===== src/rtl/l2_burst_adapter_if.sv =====
// Handshake bundle between the L2 line port and the 4-beat burst memory.
// slave : the adapter (responds on the line side, drives the burst side).
// master: the environment (L2 requester plus memory model).
interface l2_burst_adapter_if;
   logic [31:0]  line_address;
   logic [255:0] line_rdata;
   logic [255:0] line_wdata;
   logic         line_read;
   logic         line_write;
   logic         line_resp;
   logic [31:0]  burst_address;
   logic [63:0]  burst_rdata;
   logic [63:0]  burst_wdata;
   logic         burst_read;
   logic         burst_write;
   logic         burst_resp;

   modport slave (
      input  line_address, line_wdata, line_read, line_write,
      input  burst_rdata, burst_resp,
      output line_rdata, line_resp,
      output burst_address, burst_wdata, burst_read, burst_write
   );

   modport master (
      output line_address, line_wdata, line_read, line_write,
      output burst_rdata, burst_resp,
      input  line_rdata, line_resp,
      input  burst_address, burst_wdata, burst_read, burst_write
   );
endinterface


===== src/rtl/l2_burst_adapter.sv =====
// L2 line (256b) to burst memory (4 x 64b) adapter.
// One burst per line request; writebacks are serialised into beats, read
// beats are assembled into line_rdata. Every output is a register.
module l2_burst_adapter (
   input  logic                clk,
   input  logic                rst,
   l2_burst_adapter_if.slave   bus
);
   typedef enum logic [1:0] {IDLE, RD_BURST, WR_BURST, RESP} state_t;

   state_t         r_state;
   logic [1:0]     r_beat;
   logic [255:0]   r_wdata;
   logic [255:0]   r_line_rdata;
   logic           r_line_resp;
   logic [31:0]    r_burst_address;
   logic [63:0]    r_burst_wdata;
   logic           r_burst_read;
   logic           r_burst_write;
   logic [1:0]     w_next_beat;

   assign w_next_beat       = r_beat + 2'd1;

   assign bus.line_rdata    = r_line_rdata;
   assign bus.line_resp     = r_line_resp;
   assign bus.burst_address = r_burst_address;
   assign bus.burst_wdata   = r_burst_wdata;
   assign bus.burst_read    = r_burst_read;
   assign bus.burst_write   = r_burst_write;

   // Request FSM with registered outputs; write wins over read in IDLE so a
   // pending writeback reaches memory before a read of the same line.
   always_ff @(posedge clk or posedge rst) begin
      if (rst) begin
         r_state         <= IDLE;
         r_beat          <= 2'd0;
         r_wdata         <= '0;
         r_line_rdata    <= '0;
         r_line_resp     <= 1'b0;
         r_burst_address <= '0;
         r_burst_wdata   <= '0;
         r_burst_read    <= 1'b0;
         r_burst_write   <= 1'b0;
      end else begin
         r_line_resp <= 1'b0;
         case (r_state)
            IDLE: begin
               if (bus.line_write) begin
                  r_burst_address <= {bus.line_address[31:5], 5'b0};
                  r_wdata         <= bus.line_wdata;
                  r_burst_wdata   <= bus.line_wdata[63:0];
                  r_beat          <= 2'd0;
                  r_burst_write   <= 1'b1;
                  r_state         <= WR_BURST;
               end else if (bus.line_read) begin
                  r_burst_address <= {bus.line_address[31:5], 5'b0};
                  r_beat          <= 2'd0;
                  r_burst_read    <= 1'b1;
                  r_state         <= RD_BURST;
               end
            end
            RD_BURST: begin
               if (bus.burst_resp) begin
                  r_line_rdata[{r_beat, 6'b0} +: 64] <= bus.burst_rdata;
                  r_beat <= w_next_beat;
                  if (r_beat == 2'd3) begin
                     r_burst_read <= 1'b0;
                     r_line_resp  <= 1'b1;
                     r_state      <= RESP;
                  end
               end
            end
            WR_BURST: begin
               if (bus.burst_resp) begin
                  // present the next beat so it is on the bus the cycle after the ack
                  r_burst_wdata <= r_wdata[{w_next_beat, 6'b0} +: 64];
                  r_beat        <= w_next_beat;
                  if (r_beat == 2'd3) begin
                     r_burst_write <= 1'b0;
                     r_line_resp   <= 1'b1;
                     r_state       <= RESP;
                  end
               end
            end
            RESP: begin
               r_state <= IDLE;
            end
            default: begin
               r_state <= IDLE;
            end
         endcase
      end
   end
endmodule

===== src/flat_wrapper.sv =====
// flat-port wrapper written by rule: the top's interface ports become plain ports
module l2_burst_adapter_flat 
  (clk, rst, bus_line_address, bus_line_wdata, bus_line_read, bus_line_write, bus_burst_rdata, bus_burst_resp, bus_line_rdata, bus_line_resp, bus_burst_address, bus_burst_wdata, bus_burst_read, bus_burst_write);
  l2_burst_adapter_if bus_i ();
  input  logic clk;
  input  logic rst;
  input wire logic [$bits(bus_i.line_address)-1:0] bus_line_address;
  input wire logic [$bits(bus_i.line_wdata)-1:0] bus_line_wdata;
  input wire logic [$bits(bus_i.line_read)-1:0] bus_line_read;
  input wire logic [$bits(bus_i.line_write)-1:0] bus_line_write;
  input wire logic [$bits(bus_i.burst_rdata)-1:0] bus_burst_rdata;
  input wire logic [$bits(bus_i.burst_resp)-1:0] bus_burst_resp;
  output wire logic [$bits(bus_i.line_rdata)-1:0] bus_line_rdata;
  output wire logic [$bits(bus_i.line_resp)-1:0] bus_line_resp;
  output wire logic [$bits(bus_i.burst_address)-1:0] bus_burst_address;
  output wire logic [$bits(bus_i.burst_wdata)-1:0] bus_burst_wdata;
  output wire logic [$bits(bus_i.burst_read)-1:0] bus_burst_read;
  output wire logic [$bits(bus_i.burst_write)-1:0] bus_burst_write;
  assign bus_i.line_address = bus_line_address;
  assign bus_i.line_wdata = bus_line_wdata;
  assign bus_i.line_read = bus_line_read;
  assign bus_i.line_write = bus_line_write;
  assign bus_i.burst_rdata = bus_burst_rdata;
  assign bus_i.burst_resp = bus_burst_resp;
  assign bus_line_rdata = bus_i.line_rdata;
  assign bus_line_resp = bus_i.line_resp;
  assign bus_burst_address = bus_i.burst_address;
  assign bus_burst_wdata = bus_i.burst_wdata;
  assign bus_burst_read = bus_i.burst_read;
  assign bus_burst_write = bus_i.burst_write;
  l2_burst_adapter u_core (.clk(clk), .rst(rst), .bus(bus_i));
endmodule

===== config.mk =====
export PLATFORM = sky130hd
export DESIGN_NAME = l2_burst_adapter_flat
export DESIGN_NICKNAME = d
export VERILOG_FILES = /design/src/rtl/l2_burst_adapter_if.sv /design/src/rtl/l2_burst_adapter.sv /design/src/flat_wrapper.sv
export SDC_FILE = /design/constraint.sdc
export NUM_CORES = 1
export LEC_CHECK = 0
export BUFFER_PORTS_ARGS = -buffer_cell sky130_fd_sc_hd__buf_2
export CORE_AREA = 2 2 278 280
export DETAILED_ROUTE_END_ITERATION = 6
export DIE_AREA = 0 0 280 282
export SLEW_MARGIN = 20
export SYNTH_ARGS = -nofsm -noshare
export SYNTH_HDL_FRONTEND = slang
export SYNTH_SLANG_ARGS = --single-unit

===== constraint.sdc =====
create_clock -name clk -period 29.1 [get_ports clk]
set_input_delay 0 -clock clk [delete_from_list [all_inputs] [get_ports clk]]
set_output_delay 0 -clock clk [all_outputs]
set_load 0.05 [all_outputs]

==> impl_metrics.env <==
export IMPL_run_status="finished, final reports clean"
export IMPL_routed_wl_mm=83.78
export IMPL_synth_top_cells_by_area="sky130_fd_sc_hd__dfrtp_1 (62%), sky130_fd_sc_hd__mux2_2 (13%), sky130_fd_sc_hd__a22o_1 (6.4%)"
export IMPL_grt_ovfl_total=0
export IMPL_kind_of_capture_point_of_the_worst_setup_path="flop"
export IMPL_worst_hold_path_type="in -> async"
export IMPL_drt_vias_per_instance=5.114
export IMPL_synth_seq_cells=610
export IMPL_critical_path_required_ns=29.61
export IMPL_comb_power_share_pct=44.2
export IMPL_seq_power_share_pct=34.2
export IMPL_grt_max_degree=111
export IMPL_cts_made_buffers=70
export IMPL_crit_slowest_cell="sky130_fd_sc_hd__dfrtp_4"
export IMPL_initial_utilization_pct=32.74
export IMPL_post_route_drc_count=0
export IMPL_cp_arrival_ns=4.61
export IMPL_wire_length_of_the_first_global_routing_pass_mm=126.4
export IMPL_slew_violations=0
export IMPL_die_extent_in_x_um=280
export IMPL_setup_viol_count_final=0
export IMPL_clock_tree_root_cell="sky130_fd_sc_hd__clkbuf_16"
export IMPL_netlist_instances=1701
export IMPL_core_area_um2=75700
export IMPL_synth_main_ff_cell="sky130_fd_sc_hd__dfrtp_1"
export IMPL_synth_common_cells="sky130_fd_sc_hd__dfrtp_1 (610), sky130_fd_sc_hd__mux2_2 (283), sky130_fd_sc_hd__a22o_1 (182), sky130_fd_sc_hd__nand2_1 (158), sky130_fd_sc_hd__clkbuf_1 (67)"
export IMPL_floorplan_rows=101
export IMPL_critical_path_most_common_cell="sky130_fd_sc_hd__inv_1"
export IMPL_timing_final_crit_period_ns=4.100
export IMPL_synth_compound_gate_area_share_pct=10.92
export IMPL_power_density_nw_per_um2=117.8
export IMPL_grt_pass1_vias=20910
export IMPL_placed_cells=3261
export IMPL_cts_tree="done"
export IMPL_die_h_um=282
export IMPL_cts_max_path_buffers=3
export IMPL_synth_adder_area_share_pct=0.5049
export IMPL_cell_internal_pwr_mw=2.406
export IMPL_post_route_cells_drive_above_1_share_pct=43.38
export IMPL_path_clk_slew_ns=0.06
export IMPL_fin_cells=3738
export IMPL_final_setup_skew_ns=0.02226
export IMPL_critical_path_max_stage_delay_ns=0.91
export IMPL_synth_avg_cell_area_um2=14.57
export IMPL_synthXorXnorAreaFrac_pct=0
export IMPL_detail_route_first_pass_iterations=5
export IMPL_netlist_cell_type_count=36
export IMPL_leakagePower_nw=16.75
export IMPL_combinational_family_with_the_most_area_after_synthesis="multiplexers"
export IMPL_number_of_enable_type_register_cells_in_the_synthesized_netlist=0
export IMPL_timing_setup_critical_path_class="reg -> reg"
export IMPL_ff_latch_area_um2=15270
export IMPL_final_min_period_over_clock_period_pct=14.09
export IMPL_area_growth_syn_to_layout_pct=41.11
export IMPL_total_power_mw=4.119
export IMPL_crit_path_max_fanout=58
export IMPL_synth_top_area_share_pct=61.60
export IMPL_crit_path_launch_type="flop"
export IMPL_groute_usage_overall_pct=20.80
export IMPL_place_detailed_hpwl_mm=53.79
export IMPL_place_congestion=0.8663
export IMPL_worst_pin_slew_ns=1.082
export IMPL_numClockSinks=610
export IMPL_fillers=6673
export IMPL_routed_wire_length_per_instance_um=22.41
export IMPL_dieArea_um2=78960
export IMPL_timing_max_slew_rel_slack_pct=27.89
export IMPL_synth_simple_gate_area_share_pct=5.397
export IMPL_port_buffers=701
export IMPL_netlist_top_cell_by_area="sky130_fd_sc_hd__dfrtp_1"
export IMPL_nNetsFinal=3073
export IMPL_fmax_ghz=0.2439
export IMPL_switchingPower_mw=1.713
export IMPL_multiInputGateArea_um2=8915
export IMPL_clock_latency_ns=0.61
export IMPL_maxCapViolations=0
export IMPL_synth_most_common_cell="sky130_fd_sc_hd__dfrtp_1"
export IMPL_ctsHtreeMaxLevel=3
export IMPL_proportion_of_register_bits_with_asynchronous_set_or_reset_after_synthesis_pct=100.0
export IMPL_final_hold_violation_count=0
export IMPL_fin_tns_setup_ns=0
export IMPL_power_share_clock_pct=21.6
export IMPL_antenna_found_initial=8
export IMPL_rsz_0062_raised_after_global_routing="false"
export IMPL_ys_seq_area_share_pct=61.60
export IMPL_ant_nets=0
export IMPL_via_count=19120
export IMPL_synthMuxAreaShare_pct=18.68
export IMPL_io_pin_count=712
export IMPL_cts_resized_gates=0
export IMPL_crit_buf_inv=4
export IMPL_mappedNetlistArea_um2=24780
export IMPL_drt_iter0_drc=902
export IMPL_path_cells="inv_1 -> ha_4 -> buf_6 -> inv_1 -> nor4_4 -> buf_4 -> a22o_1"
export IMPL_p_sw_share_pct=41.58
export IMPL_peakVddDrop_uv=63.35
export IMPL_cpLargestDelayFamily="buffers and inverters"
export IMPL_yosysWarnings=0
[registers in the layout, indices dropped and copies added, names as in the netlist]
register / cells
u_core.bus.line_resp: 1
u_core.r_state: 2
u_core.bus.burst_write: 1
u_core.bus.burst_wdata: 64
u_core.bus.burst_read: 1
u_core.r_beat: 2
u_core.r_wdata: 256
u_core.bus.burst_address: 27
u_core.bus.line_rdata: 256
[kinds of logic after synthesis]
kind of cell | Yosys count
AOI/OAI and AO/OA | 334
adders and majority gates | 10
buffers and inverters | 154
DFF | 610
muxes | 347
other | 1
and+or+nand+nor | 245
[final timing paths]
path,from,endpoint,slack [ns],cells after the start
max,u_core.r_beat[0],u_core.bus.line_rdata[94],25.00,7
min,rst,u_core.bus.burst_address[28],0.12,3
max reg2reg,u_core.r_beat[0],u_core.bus.line_rdata[94],25.00,7
min reg2reg,u_core.bus.line_rdata[167],u_core.bus.line_rdata[167],0.47,2
max in group asynchronous,rst,u_core.r_wdata[123],25.78,6
min in group clk,bus_line_address[14],u_core.bus.burst_address[14],0.16,3
[tightest hold or removal path, delay by kind of cell]
kind,cells,cell delay [ns]
buffers and inverters,3,1.22
[layer usage]
metal	global-route usage, %	wire length, um	share of wire, %	vias to the layer above
met5	0	60	0.072	-
met4	8.309	2808	3.4	8
met3	5.452	5923	7.1	173
met2	36.62	42950	51	719
met1	24.09	32030	38	9831
li1	-	-	-	8387
[stage by stage]
stage               instance area [um2]  setup slack, ns  hold WS, ns  utilization [%]
detailed placement                29120            24.55       0.2168            38.47
global route                      34970            24.65       0.1369            46.20
finish                            34970            25.00       0.1156            46.20
floorplan                         24800            12.02       0.1273                -
CTS                               34940            24.51       0.1038            46.16
global placement                  29120            24.66       0.1930            38.47
[repair_timing]
item                                   CTS  global route
setup buffers                            0             0
hold buffers                           351             0
endpoints found under the hold margin  715             0
[power groups by stage]
stage                     Sequential, mW  Combinational [mW]  Clock, mW
after global placement              1.39                1.76          0
final                               1.41                1.82      0.889
after CTS                           1.40                1.84      0.909
after global routing                1.45                1.93      0.943
after floorplan                     1.94               0.779          0
after detailed placement            1.41                1.80          0
[layout by cell type, fill, tap and decap left out, types with 5 or more instances in the layout]
master / count
sky130_fd_sc_hd__a221o_1: 64
sky130_fd_sc_hd__a22o_1: 182
sky130_fd_sc_hd__and4_1: 64
sky130_fd_sc_hd__buf_2: 701
sky130_fd_sc_hd__buf_4: 22
sky130_fd_sc_hd__clkbuf_1: 19
sky130_fd_sc_hd__clkbuf_16: 71
sky130_fd_sc_hd__clkbuf_8: 14
sky130_fd_sc_hd__conb_1: 5
sky130_fd_sc_hd__dfrtp_1: 609
sky130_fd_sc_hd__dlygate4sd3_1: 351
sky130_fd_sc_hd__ha_1: 8
sky130_fd_sc_hd__inv_1: 5
sky130_fd_sc_hd__mux2_2: 283
sky130_fd_sc_hd__mux4_2: 64
sky130_fd_sc_hd__nand2_1: 157
sky130_fd_sc_hd__nand2b_1: 7
sky130_fd_sc_hd__o21ai_0: 54
sky130_fd_sc_hd__o21ai_1: 23
[final cells by class]
type / count / area share (%)
diodes: 3 / 0.02147
clock buffers: 104 / 5.836
clock inverters: 19 / 0.7729
inverters: 7 / 0.09661
multi-input cells: 941 / 25.49
flip-flops and latches: 610 / 43.66
well taps: 978 / 3.499
repair buffers: 1076 / 20.62
(Power assumes the default switching activity.)
